$ cat config.mk
export PLATFORM = sky130hd
export DESIGN_NAME = f_unpool
export DESIGN_NICKNAME = d
export VERILOG_FILES = /design/src/rtl/f_unpool_pkg.sv /design/src/rtl/f_unpool_wrapcounter.sv /design/src/rtl/f_unpool.sv
export SDC_FILE = /design/constraint.sdc
export NUM_CORES = 1
export LEC_CHECK = 0
export CORE_ASPECT_RATIO = 2
export CORE_MARGIN = 5
export CORE_UTILIZATION = 35
export DETAILED_ROUTE_END_ITERATION = 7
export SLEW_MARGIN = 40
export SYNTH_ARGS = -nofsm -noshare
export SYNTH_HDL_FRONTEND = slang
export SYNTH_SLANG_ARGS = --single-unit
export TNS_END_PERCENT = 100
$ cat constraint.sdc
create_clock -name clk -period 2.2 [get_ports clk]
set_clock_uncertainty 0.15 [all_clocks]
set_input_delay 0.44 -clock clk [delete_from_list [all_inputs] [get_ports clk]]
set_output_delay 0.44 -clock clk [all_outputs]
set_load 0.02 [all_outputs]
$ cat src/rtl/f_unpool_pkg.sv
// Shared encodings for the unpool expansion block: FSM states and fill modes.
package f_unpool_pkg;
  typedef enum logic [1:0] {
    ST_IDLE   = 2'd0,
    ST_DELAY  = 2'd1,
    ST_ACTIVE = 2'd2
  } state_t;

  typedef enum logic {
    MODE_REPEAT = 1'b0,
    MODE_ZERO   = 1'b1
  } mode_t;
endpackage

$ cat src/rtl/f_unpool_wrapcounter.sv
// Loadable phase counter that wraps to zero after reaching a runtime limit.
module f_wrapcounter #(
  parameter int W = 2
) (
  input  logic         clk,
  input  logic         rst,
  input  logic         i_load,
  input  logic [W-1:0] i_load_val,
  input  logic         i_en,
  input  logic [W-1:0] i_limit,
  output logic [W-1:0] o_cnt
);
  logic [W-1:0] r_cnt;

  always_ff @(posedge clk or posedge rst) begin
    if (rst)         r_cnt <= '0;
    else if (i_load) r_cnt <= i_load_val;
    // >= rather than == so a count can never run past the limit
    else if (i_en)   r_cnt <= (r_cnt >= i_limit) ? '0 : r_cnt + 1'b1;
  end

  assign o_cnt = r_cnt;
endmodule

$ cat src/rtl/f_unpool.sv
// Unpool expansion: each sampled input value is replayed (or zero-padded) over S+1 cycles.
module f_unpool
  import f_unpool_pkg::*;
#(
  parameter int DATA_W  = 8,
  parameter int DELAY_W = 2
) (
  input  logic               clk,
  input  logic               rst,
  input  logic               run,
  input  logic               running,
  input  logic [DELAY_W-1:0] strideMinusOne,
  input  logic [DELAY_W-1:0] delay0,
  input  logic               zeroFill,
  input  logic [DATA_W-1:0]  in0,
  output logic [DATA_W-1:0]  out0
);
  state_t              r_state;
  mode_t               r_mode;
  logic [DELAY_W-1:0]  r_s;
  logic [DELAY_W-1:0]  r_dcnt;
  logic [DATA_W-1:0]   r_hold;
  logic [DATA_W-1:0]   r_out;
  logic [DELAY_W-1:0]  w_phase;
  logic [DELAY_W-1:0]  w_next_s;
  logic [DELAY_W-1:0]  w_load_val;
  logic                w_run_cap, w_dly_cap, w_act_adv, w_capture, w_fill;

  // A capture happens in the run cycle (D=0), the last delay cycle, or ACTIVE phase 0
  assign w_run_cap = run && (delay0 == '0);
  assign w_dly_cap = !run && running && (r_state == ST_DELAY) && (r_dcnt == DELAY_W'(1));
  assign w_act_adv = !run && running && (r_state == ST_ACTIVE);
  assign w_capture = w_run_cap || w_dly_cap || (w_act_adv && (w_phase == '0));
  assign w_fill    = w_act_adv && (w_phase != '0);

  // The capture cycle is phase 0, so the counter is loaded with the phase that follows it
  assign w_next_s   = run ? strideMinusOne : r_s;
  assign w_load_val = (w_next_s == '0) ? '0 : DELAY_W'(1);

  f_wrapcounter #(.W(DELAY_W)) u_phase (
    .clk        (clk),
    .rst        (rst),
    .i_load     (run || w_dly_cap),
    .i_load_val (w_load_val),
    .i_en       (w_act_adv),
    .i_limit    (r_s),
    .o_cnt      (w_phase)
  );

  always_ff @(posedge clk or posedge rst) begin
    if (rst) begin
      r_state <= ST_IDLE;
      r_mode  <= MODE_REPEAT;
      r_s     <= '0;
      r_dcnt  <= '0;
    end else if (run) begin
      r_s     <= strideMinusOne;
      r_mode  <= mode_t'(zeroFill);
      r_dcnt  <= delay0;
      r_state <= (delay0 == '0) ? ST_ACTIVE : ST_DELAY;
    end else if (running && (r_state == ST_DELAY)) begin
      r_dcnt <= r_dcnt - 1'b1;
      if (r_dcnt == DELAY_W'(1)) r_state <= ST_ACTIVE;
    end
  end

  always_ff @(posedge clk or posedge rst) begin
    if (rst) begin
      r_hold <= '0;
      r_out  <= '0;
    end else if (w_capture) begin
      r_hold <= in0;
      r_out  <= in0;
    end else if (w_fill) begin
      r_out <= (r_mode == MODE_ZERO) ? '0 : r_hold;
    end
  end

  assign out0 = r_out;
endmodule

==> results.toml <==
[setup_path]
crit_type = "input pin to register"
required_ns = 2.21
reg2reg_from = "r_dcnt[0]$_DFFE_PP0P_"
cp.arrival_ns = 2.04
worstSetupEndpointType = "register"
max_stage_delay_ns = 0.48
critPathBufInv = 2
path_cells = "clkdlybuf4s50_1, nor4bb_2, a221o_1, buf_12, mux2_2"
crit_slowest_cell = "clkdlybuf4s50_1"
worstReg2RegEnd = "r_hold[0]$_DFFE_PP0P_"
reg2reg_depth = 5
critical_path.top_delay_family = "buffers and inverters"
cp_max_fo = 16
crit_path_start_kind = "input pin"
rrSetupSlack_ns = 0.31

[synthesis]
syn-num-nets = 126
synth.top_cells.by_area = "dfrtp_1 49%, mux2_2 7.9%, mux2i_1 7.1%, o2bb2ai_1 5.5%, nor3b_1 5.3%"
ys.flop_type = "dfrtp_1"
post-synth-top-area-cell = "dfrtp_1"
synth_warnings = 0
syn_inst = 105
ys_seq_area_frac = 0.491
synthTopCellsByCount = "25 x dfrtp_1, 9 x mux2_2, 9 x mux2i_1, 9 x nor3b_1"
avgSynthCellArea_sq_um = 12.1
yosysMostFrequentCell = "dfrtp_1"
synth_seq_cells = 25
synth_cell_types = 30
synth_edf_count = 0
synth.top_cell.area_share = 0.491
async_flop_share = 1.00
syn_area_sq_mm = 0.00127

[die]
rows = 31
dieArea_sq_mm = 0.00502
die_height_um = 95.4
start_util = 0.357
io_pins = 25
die_w_um = 52.7
core-area_sq_mm = 0.00357

[timing]
hold_violations = 0
max_slew_margin = 0.783
drv_slew = 0
final.period_utilization = 0.922
period_needed_ns = 2.03
worstMarginPinSlew_ns = 0.325
setup_viol = 0
fin_hold_ws_ns = 0.359
rsz0062_at_grt = "no"
clock.fmax_mhz = 493
setup_ws_ns = 0.173

[place]
portBuffers = 24
placed_cells = 182
gp_congestion = 0.808
hpwl_mm = 2.08
place_ws_ns = -0.133

[clock_network]
cts_resized = 0
cts_max_level = 1
cts_buffers = 3
hold_buffers = 0
clock_latency_ns = 0.27
root_buffer = "clkbuf_8"
clkTransAtPathRegs_ns = 0.09
clock_sinks = 25
cts_setup_buffers = 0
clock_path_buffers = 2
cts_tree = "built"

[power]
p_leak_nw = 0.694
power_density_mw_per_mm2 = 749
power_mw = 1.26
peakVddDrop_uv = 454

[routing]
wire_per_inst_um = 14.5
drt_iter0_markers = 25
ant_nets = 0
vias = 926
drc = 0
vias_per_cell = 4.98
drt_first_pass_iters = 3
drt-total-wl_mm = 2.69

[layout]
multi_input_area_sq_um = 586
n_antenna_cell = 0
n_fill_cell = 357
finish.utilization = 0.470
final_cells = 186
layout-drive-gt1-share = 0.190
fin_nets = 159
syn2layout_area_growth_pct = 31.5
seqCellArea_sq_um = 626

[outcome]
status = "finished, final reports clean"

[global_routing]
grt_max_degree = 26
grt_pass1_vias = 1058
gr-total-overflow = 0
grt_first_pass_wirelength_mm = 4.69
grt_usage = 0.126
antenna_found_initial = 0

[hold_path]
hp-start = "r_hold[4]$_DFFE_PP0P_"
min_to = "r_hold[4]$_DFFE_PP0P_"
hold_path_class = "register to register"
holdPathStages = 1

[flow_run]
cap_violations = 0
per-stage QoR:
stage                     setup TNS [ns]  area (sq um)
after floorplan                        0          1270
after global placement            -0.757          1630
after detailed placement          -0.993          1630
after CTS                              0          1680
after global routing                   0          1680
final                                  0          1680
placed cells by master, fill, tap and decap left out, types with 2 or more instances in the layout:
| cell type | Yosys | layout |
|---|---|---|
| mux2_4 | 2 | 2 |
| nor3b_1 | 9 | 9 |
| dfrtp_1 | 25 | 25 |
| nand2_1 | 4 | 4 |
| o21ai_0 | 3 | 3 |
| o2bb2ai_1 | 8 | 8 |
| clkdlybuf4s50_1 | 0 | 24 |
| ha_1 | 4 | 4 |
| buf_4 | 0 | 9 |
| o2111ai_1 | 2 | 2 |
| mux2_2 | 9 | 9 |
| nor2_1 | 2 | 2 |
| clkbuf_8 | 0 | 3 |
| mux2i_1 | 9 | 9 |
| inv_1 | 8 | 8 |
kinds of logic after synthesis:
| group | share of synthesized area |
|---|---|
| AND/OR/NAND/NOR | 0.118 |
| adder cells (fa/ha/maj) | 0.0393 |
| flip-flops | 0.491 |
| multiplexers | 0.174 |
| AO/OA/AOI/OAI | 0.117 |
| buffers and inverters | 0.0550 |
| XOR/XNOR | 0.00687 |
final cells by class:
cell class | count | share of cell area
clock inverter | 1 | 0.00299
inverter | 8 | 0.0179
timing repair buffer | 34 | 0.196
clock buffer | 3 | 0.0246
sequential | 25 | 0.373
tap | 49 | 0.0366
multi-input combinational | 66 | 0.349
registers in the layout (all words and copies together) (netlist names):
signal,count
r_state,2
u_phase.o_cnt,2
r_hold,8
r_s,2
out0,8
r_dcnt,2
r_mode,1
routing by layer:
| metal | global-route usage | wire [um] |
|---|---|---|
| met1 | 0.141 | 1120 |
| met2 | 0.225 | 1440 |
| met3 | 0.0203 | 67 |
| met4 | 0.0576 | 60 |
| met5 | 0 | 0 |
worst max path at each step:
stage	endpoint	slack [ns]	cells past startpoint	start
finish	r_hold[6]$_DFFE_PP0P_	0.17	5	run
global route	r_hold[5]$_DFFE_PP0P_	0.10	5	run
CTS	r_hold[6]$_DFFE_PP0P_	0.15	5	run
detailed placement	r_hold[6]$_DFFE_PP0P_	-0.13	5	run
global placement	r_hold[4]$_DFFE_PP0P_	-0.10	5	run
floorplan	r_hold[0]$_DFFE_PP0P_	0.29	6	r_dcnt[0]$_DFFE_PP0P_
power by group:
part / internal (mW) / leakage, nW / switching, mW / total [mW]
logic: 0.215 / 0.368 / 0.164 / 0.378
clock network: 0.127 / 0.0255 / 0.145 / 0.272
registers: 0.550 / 0.301 / 0.0560 / 0.606
total: 0.891 / 0.694 / 0.365 / 1.26
(Power assumes the default switching activity.)
